==> config.mk <==
export PLATFORM = sky130hd
export DESIGN_NAME = simon_game_ctrl
export DESIGN_NICKNAME = d
export VERILOG_FILES = /design/src/rtl/simon_game_ctrl.sv
export SDC_FILE = /design/constraint.sdc
export NUM_CORES = 1
export LEC_CHECK = 0
export ABC_AREA = 1
export CAP_MARGIN = 30
export CORE_UTILIZATION = 29
export CTS_CLUSTER_SIZE = 14
export DETAILED_ROUTE_END_ITERATION = 12
export DONT_BUFFER_PORTS = 1
export PLACE_DENSITY_LB_ADDON = 0.12
export SETUP_SLACK_MARGIN = 0.1
export SLEW_MARGIN = 20
export SYNTH_ARGS = -nofsm -noshare
export SYNTH_HDL_FRONTEND = slang
export SYNTH_SLANG_ARGS = --single-unit
==> constraint.sdc <==
create_clock -name clk -period 2.9 [get_ports clk]
set_input_delay 0 -clock clk [delete_from_list [all_inputs] [get_ports clk]]
set_output_delay 0 -clock clk [all_outputs]
set_load 0.05 [all_outputs]
==> src/rtl/simon_game_ctrl.sv <==
// Simon memory-game controller: loads a 32-step colour sequence, plays it back
// one extra step per round, and checks the player's presses against it.
module simon_game_ctrl #(
  parameter int SHOW_ON  = 4,
  parameter int SHOW_OFF = 2,
  parameter int TIMEOUT  = 64
) (
  input  logic       clk,
  input  logic       rst_n,
  input  logic       start,
  input  logic [3:0] colour_in,
  input  logic       mem_load,
  input  logic [7:0] mem_in,
  output logic       gen_en,
  output logic [3:0] colour_out,
  output logic [5:0] round,
  output logic [2:0] state,
  output logic       win,
  output logic       lose
);

  typedef enum logic [2:0] {
    IDLE  = 3'd0,
    LOAD  = 3'd1,
    SHOW  = 3'd2,
    INPUT = 3'd3,
    WIN   = 3'd4,
    LOSE  = 3'd5
  } state_e;

  localparam int SW = $clog2(SHOW_ON + SHOW_OFF + 1);
  localparam int TW = $clog2(TIMEOUT + 1);
  localparam logic [SW-1:0] PH_LAST = SW'(SHOW_ON + SHOW_OFF - 1);
  localparam logic [SW-1:0] PH_ON   = SW'(SHOW_ON);
  localparam logic [TW-1:0] TO_LAST = TW'(TIMEOUT - 1);

  function automatic logic [3:0] dec(input logic [1:0] c);
    case (c)
      2'b00:   dec = 4'b0001;
      2'b01:   dec = 4'b0010;
      2'b10:   dec = 4'b0100;
      default: dec = 4'b1000;
    endcase
  endfunction

  state_e          state_q;
  logic [2:0]      byte_cnt_q;
  logic [4:0]      idx_q;
  logic [SW-1:0]   ph_q;
  logic [TW-1:0]   timer_q;
  logic [5:0]      round_q;
  logic            gen_en_q;
  logic [3:0]      colour_q;
  logic            start_prev_q;
  logic [3:0]      cin_prev_q;
  logic [1:0]      steps_q [32];

  logic          start_ev, press_ev, step_hit, last_step;
  logic [1:0]    cur_step;
  logic [SW-1:0] ph_d;

  assign start_ev  = start & ~start_prev_q;
  assign press_ev  = (colour_in != 4'b0000) && (cin_prev_q == 4'b0000);
  assign cur_step  = steps_q[idx_q];
  assign step_hit  = $onehot(colour_in) && (colour_in == dec(cur_step));
  assign last_step = ({1'b0, idx_q} == (round_q - 6'd1));
  assign ph_d      = ph_q + SW'(1);

  // Step storage is deliberately unreset; LOAD always rewrites all 32 steps.
  always_ff @(posedge clk) begin
    if (state_q == LOAD && mem_load) begin
      for (int j = 0; j < 4; j++) steps_q[{byte_cnt_q, 2'(j)}] <= mem_in[2*j +: 2];
    end
  end

  always_ff @(posedge clk) begin
    if (!rst_n) begin
      state_q      <= IDLE;
      byte_cnt_q   <= '0;
      idx_q        <= '0;
      ph_q         <= '0;
      timer_q      <= '0;
      round_q      <= '0;
      gen_en_q     <= 1'b0;
      colour_q     <= '0;
      start_prev_q <= 1'b0;
      cin_prev_q   <= '0;
    end else begin
      start_prev_q <= start;
      cin_prev_q   <= colour_in;
      case (state_q)
        IDLE, WIN, LOSE: begin
          if (start_ev) begin
            state_q    <= LOAD;
            byte_cnt_q <= '0;
            gen_en_q   <= 1'b1;
            colour_q   <= '0;
          end
        end
        LOAD: begin
          if (mem_load) begin
            byte_cnt_q <= byte_cnt_q + 3'd1;
            if (byte_cnt_q == 3'd7) begin
              state_q  <= SHOW;
              gen_en_q <= 1'b0;
              round_q  <= 6'd1;
              idx_q    <= '0;
              ph_q     <= '0;
              colour_q <= dec(steps_q[0]);
            end
          end
        end
        SHOW: begin
          if (ph_q == PH_LAST) begin
            ph_q <= '0;
            if (last_step) begin
              state_q  <= INPUT;
              idx_q    <= '0;
              timer_q  <= '0;
              colour_q <= '0;
            end else begin
              idx_q    <= idx_q + 5'd1;
              colour_q <= dec(steps_q[idx_q + 5'd1]);
            end
          end else begin
            ph_q     <= ph_d;
            colour_q <= (ph_d < PH_ON) ? dec(cur_step) : 4'b0000;
          end
        end
        INPUT: begin
          colour_q <= colour_in;
          timer_q  <= timer_q + TW'(1);
          // A press wins over a timeout landing in the same cycle.
          if (press_ev) begin
            if (step_hit) begin
              timer_q <= '0;
              if (!last_step) begin
                idx_q <= idx_q + 5'd1;
              end else if (round_q == 6'd32) begin
                state_q  <= WIN;
                colour_q <= 4'b1111;
              end else begin
                state_q  <= SHOW;
                round_q  <= round_q + 6'd1;
                idx_q    <= '0;
                ph_q     <= '0;
                colour_q <= dec(steps_q[0]);
              end
            end else begin
              state_q  <= LOSE;
              colour_q <= '0;
            end
          end else if (timer_q == TO_LAST) begin
            state_q  <= LOSE;
            colour_q <= '0;
          end
        end
        default: state_q <= IDLE;
      endcase
    end
  end

  assign gen_en     = gen_en_q;
  assign colour_out = colour_q;
  assign round      = round_q;
  assign state      = state_q;
  assign win        = (state_q == WIN);
  assign lose       = (state_q == LOSE);

endmodule

==> results of run 1 <==
==> cell families after synthesis <==
kind of cell | synth area share (%)
simple gates | 29.9
xor+xnor | 3.28
compound gates | 10.4
fa+ha+maj | 2.49
buf+inv | 6.58
flops | 47.3
==> flip-flops by register name (all words and copies together) (netlist names), named ones only <==
name,cells
timer_q,7
steps_q,64
byte_cnt_q,3
colour_out,4
idx_q,5
ph_q,3
gen_en,1
round,6
start_prev_q,1
cin_prev_q,4
state,3
==> metal layers <==
layer	track usage, %	vias to the layer above	share of wire (%)
met2	28.6	147	47
met5	0	-	0
met1	22.2	2421	47
met3	3.17	15	4.7
met4	4.59	0	1.3
li1	-	2490	-
==> final timing paths <==
path	from	endpoint	slack [ns]	cells after the start
max	round[0]$_SDFFE_PN0P_	ph_q[0]$_SDFFE_PN0P_	0.36	11
min reg2reg	ph_q[2]$_SDFFE_PN0P_	ph_q[2]$_SDFFE_PN0P_	0.50	2
min	start	gen_en$_SDFFE_PN0P_	0.12	5
max reg2reg	round[0]$_SDFFE_PN0P_	ph_q[0]$_SDFFE_PN0P_	0.36	11
==> cells in the mapped netlist (2+ instances only) <==
cell        n
a21oi_1    31
buf_2       6
buf_4       3
buf_6       6
clkbuf_1   13
dfxtp_1    42
edfxtp_1   64
ha_1       10
inv_1      44
inv_2      10
nand2_1   180
nand2_2     4
nand2_8     2
nand3_1    89
nand4_1     6
nor2_1     93
nor2_4      3
nor3_1      6
o211ai_1    9
o21ai_0    43
o21ai_1     8
o221ai_1    9
o32ai_1     2
or2_2       3
xnor2_1     9
xor2_1     11
==> power by group <==
| part | total (mW) | internal, mW | switching, mW |
|---|---|---|---|
| Combinational | 1.09 | 0.343 | 0.743 |
| Sequential | 1.76 | 1.67 | 0.0931 |
| Clock | 1.22 | 0.666 | 0.558 |
| Total | 4.07 | 2.68 | 1.39 |
==> worst register-to-register path, stage by stage, from the launching register on <==
cell and delay, ns:
dfxtp_1 0.33, inv_1 0.10, ha_1 0.35, xnor2_1 0.13
a21oi_1 0.13, and3_1 0.16, and2_1 0.28, nor2_1 0.11
nor2_1 0.35, nand3_1 0.29, nand2_1 0.13, a21oi_1 0.06
==> through the flow <==
step,cells,worst slack [ns]
global placement,988,0.352
finish,1025,0.360
detailed placement,988,0.359
floorplan,722,0.288
global route,1025,0.113
CTS,1023,0.324
==> repair_timing <==
item                                    CTS  global route
endpoints found under the setup margin    0            11
endpoints found under the hold margin    81             0
gates resized for setup                   0             4
hold buffers                             20             0
==> layout make-up <==
cell class	count	area, um^2
antenna	2	5.00
clock buffer	9	225
clock inverter	6	63.8
fill	2056	12800
inverter	55	211
multi-input combinational	532	2700
sequential	106	2760
tap	265	332
timing repair buffer	50	445
==> flow_summary_export.csv, run 1 <==
group,metric,value,unit
worst_setup_path,crit_type,"register to register",
placed_design,numPortBuffers,0,
worst_setup_path,cp-end-kind,"register",
pwr,powerDensity,604,mW/mm^2
timing,finalCritPeriodShare,87.6,%
timing,setup_viol,0,
run,max_cap_violations,0,
die,core,0.0196,mm^2
die,initial_core_util,29.8,%
pwr,design_power_total,4.07,mW
global_routing,grt_pass1_wl,26.4,mm
timing,slew_headroom,40.7,%
yosys,ys_seq_area_share,47.3,%
pwr,p_leak,2.60,nW
yosys,synth_top_area_share,32.9,%
finish,layout-drive-gt1-share,10.2,%
clock_tree,htreeDepth,3,
drt,first_pass_iters,6,
worst_setup_path,path_max_fanout,5,
die,pin_count,32,
die,die_area,0.0207,mm^2
drt,drc,0,
global_routing,grt_use_total,17.0,%
worst_setup_path,crit_path_start_kind,"register",
finish,final_common_cell,"nand2_1",
global_routing,grt_max_degree,33,
clock_tree,cts_tree,"done",
worst_setup_path,path_delay_family,"simple AND/OR/NAND/NOR gates",
timing,max_freq,0.394,GHz
timing,tns,0,ns
drt,wl_per_cell,16.4,um
timing,finalHoldViolCount,0,
timing,period_needed,2.54,ns
timing,timing.hold.ws,0.115,ns
finish,fin_nets,781,
yosys,async_flop_share,0,%
worst_hold_path,min_path_type,"primary input to register",
global_routing,grt_overflow_total,0,
global_routing,grt_pass1_vias,4957,
yosys,yosys_warnings,0,
drt,wirelength,16.9,mm
yosys,synth-edff-count,64,
die,die_height,144,um
die,rows,51,
clock_tree,insertion_delay,0.35,ns
timing,worst_pin_slew,0.887,ns
drt,vias_per_cell,4.95,
pwr,ir_drop,312,uV
clock_tree,cts_root_buf,"clkbuf_16",
run_status,status,"completed",
drt,dr_total_vias,5073,
placed_design,gp_congestion,0.885,
drt,drt_iter0_markers,511,
placed_design,dp_hpwl,12.2,mm
yosys,synthesis.area,0.00584,mm^2
clock_tree,clkSinkCount,106,
yosys,yosysTopAreaCell,"edfxtp_1",
yosys,synthCells,722,
timing,skew,0.00803,ns
worst_setup_path,required,3.10,ns
finish,syn_to_final_growth,15.5,%
yosys,ys.flop_type,"edfxtp_1",
worst_setup_path,cp.arrival,2.74,ns
timing,rsz0062_at_grt,"false",
yosys,avgSynthCellArea,8.08,um^2
clock_tree,cts_buffers,9,
worst_setup_path,critPathSlowestCell,"ha_1",
placed_design,place_area,0.00623,mm^2
yosys,synth-seq-cells,106,
drt,ant_nets,0,
worst_setup_path,worst-path-buf-inv,1,
clock_tree,cts.reportedPaths.clkPinSlew,0.07,ns
timing,slew_viol_final,0,
worst_setup_path,path_cells,"inv_1 > ha_1 > xnor2_1 > a21oi_1 > and3_1 > and2_1 > nor2_1 > nor2_1 > nand3_1 > nand2_1 > a21oi_1",
finish,final_cell_mix,"nand2_1 (180), nor2_1 (93), nand3_1 (89)",
clock_tree,post_cts_buffers,0,
worst_setup_path,slowest_delay,0.35,ns
clock_tree,cts_buffer_depth,2,
die,die-width,144,um
finish,fin_area,0.00674,mm^2
global_routing,antenna_found_initial,2,
yosys,synth.area.top_cells,"edfxtp_1 (33%), dfxtp_1 (14%), nand2_1 (12%)",
finish,final_core_util,34.4,%
yosys,synth_fp_nets,749,
yosys,synth_cell_types,42,
(Power assumes the default switching activity.)
==> run 2, diff against run 1 <==
--- a/config.mk
+++ b/config.mk
@@ -7,10 +7,11 @@
 export LEC_CHECK = 0
 export ABC_AREA = 1
 export CAP_MARGIN = 30
-export CORE_UTILIZATION = 29
+export CORE_UTILIZATION = 45
 export CTS_CLUSTER_SIZE = 14
 export DETAILED_ROUTE_END_ITERATION = 12
 export DONT_BUFFER_PORTS = 1
+export GPL_TIMING_DRIVEN = 0
 export PLACE_DENSITY_LB_ADDON = 0.12
 export SETUP_SLACK_MARGIN = 0.1
 export SLEW_MARGIN = 20
==> constraint.sdc (replaced) <==
create_clock -name clk -period 2.9 [get_ports clk]
set_input_delay 0.145 -clock clk [delete_from_list [all_inputs] [get_ports clk]]
set_output_delay 0.145 -clock clk [all_outputs]
set_load 0.05 [all_outputs]
==> flow_summary_export.csv, run 2 (synthesis results as in run 1) <==
group,metric,value,unit
global_routing,grt_use_total,25.5,%
die,die_area,0.0134,mm^2
clock_tree,cts_tree,"done",
finish,largest_register,"steps_q",
drt,wl_per_cell,17.4,um
worst_setup_path,cp-end-kind,"register",
die,core,0.0126,mm^2
timing,period_needed,2.68,ns
clock_tree,cts_buffers,9,
drt,wirelength,16.1,mm
timing,rsz0062_at_grt,"true",
worst_hold_path,min_path_type,"primary input to register",
finish,final_common_cell,"nand2_1",
clock_tree,insertion_delay,0.35,ns
pwr,p_leak,2.59,nW
die,rows,41,
drt,vias_per_cell,5.67,
finish,antenna_cells,0,
worst_setup_path,worst-path-buf-inv,3,
placed_design,numPortBuffers,0,
finish,fillers,1180,
worst_setup_path,slowest_delay,0.53,ns
placed_design,pre_cts_ws,-0.256,ns
finish,multiInputGateArea,0.00276,mm^2
drt,ant_nets,0,
global_routing,grt_pass1_vias,4933,
drt,dr_total_vias,5241,
pwr,powerDensity,631,mW/mm^2
worst_setup_path,crit_type,"register to register",
global_routing,grt_pass1_wl,25.3,mm
global_routing,antenna_found_initial,0,
die,pin_count,32,
worst_setup_path,path_max_fanout,8,
timing,finalCritPeriodShare,92.3,%
finish,layout-drive-gt1-share,11.4,%
worst_setup_path,cp_common_cell,"nor2_1",
finish,final_core_util,52.6,%
placed_design,gp_congestion,0.899,
clock_tree,htreeDepth,3,
worst_setup_path,critPathSlowestCell,"dfxtp_2",
pwr,ir_drop,405,uV
finish,largest_reg_flops,64,
global_routing,grt_max_degree,18,
placed_design,dp_hpwl,11.5,mm
timing,fin_ws,0.222,ns
worst_hold_path,hold_depth,4,
drt,first_pass_iters,7,
run_status,status,"completed",
finish,syn_to_final_growth,13.9,%
worst_setup_path,required,2.89,ns
global_routing,grt_overflow_total,0,
die,initial_core_util,46.2,%
worst_setup_path,crit_cells,8,
timing,worst_pin_slew,0.877,ns
timing,slew_headroom,41.3,%
worst_setup_path,crit_path_start_kind,"register",
pwr,design_power_total,4.19,mW
worst_setup_path,path_cells,"inv_2 > nor2_1 > inv_2 > nor2_1 > inv_1 > nor2_1 > nand2_1 > nor2_2",
drt,drc,0,
timing,timing.hold.ws,0.119,ns
clock_tree,clkSinkCount,106,
worst_setup_path,path_delay_family,"simple AND/OR/NAND/NOR gates",
clock_tree,cts_buffer_depth,2,
finish,fin_nets,775,
drt,drt_iter0_markers,502,
clock_tree,cts_root_buf,"clkbuf_16",
timing,skew,0.00849,ns
worst_setup_path,cp.arrival,2.67,ns
timing,max_freq,0.373,GHz
timing,setup_viol,0,
timing,finalHoldViolCount,0,
run,max_cap_violations,0,
worst_setup_path,reg2regPathDepth,8,
finish,ff_latch_area,0.00278,mm^2
die,die-width,116,um
timing,slew_viol_final,0,
die,die_height,116,um
clock_tree,cts.reportedPaths.clkPinSlew,0.06,ns
finish,final_cell_mix,"nand2_1 (180), nand3_1 (89), nor2_1 (86)",
==> run 2: final timing paths <==
kind                    startpoint                          to  slack, ns
min reg2reg   ph_q[2]$_SDFFE_PN0P_        ph_q[2]$_SDFFE_PN0P_       0.50
min                       mem_load  byte_cnt_q[1]$_SDFFE_PN0P_       0.12
max          state[0]$_SDFFE_PN0P_    steps_q[26][0]$_DFFE_PP_       0.22
max reg2reg  state[0]$_SDFFE_PN0P_    steps_q[26][0]$_DFFE_PP_       0.22
==> run 2: cell type report <==
type / instances / share of cell area (%)
clock buffers: 11 / 3.50
flip-flops and latches: 106 / 41.8
well taps: 172 / 3.24
plain buffers: 28 / 2.60
repair buffers: 16 / 2.49
inverters: 55 / 3.22
clock inverters: 5 / 1.56
multi-input cells: 532 / 41.6
==> run 2: worst min-delay path: cells and delay by family <==
kind                   cells  cell delay (ns)
buffers and inverters      1             0.07
and+or+nand+nor            2             0.15
AOI/OAI and AO/OA          1             0.05
==> run 2: metal layers <==
layer  GRT usage (%)  up-vias  part of all wire (%)
li1                -     2477                     -
met1            34.8     2457                    44
met2            38.9      262                    45
met3            5.39       45                   8.6
met4            11.2        0                   2.3
met5               0        -                     0
==> run 2: through the flow <==
| stage | std cells | instance area [um^2] | setup TNS [ns] |
|---|---|---|---|
| after floorplan | 722 | 5840 | 0 |
| after CTS | 923 | 6560 | 0 |
| after detailed placement | 894 | 6060 | -8.59 |
| after global routing | 925 | 6640 | 0 |
| after global placement | 894 | 6050 | -11.79 |
| final | 925 | 6640 | 0 |
==> run 2: power breakdown <==
group	switching, mW	internal [mW]
clock	0.539	0.846
sequential	0.182	1.68
combinational	0.638	0.310
total	1.36	2.83
==> run 2: timing repair <==
action                                  4_1_cts  5_1_grt
pin swaps                                     0        2
hold endpoints to repair                     70        0
hold buffers                                 13        0
endpoints found under the setup margin       97       85
buffers inserted                              0        3
gates resized for setup                      14       15
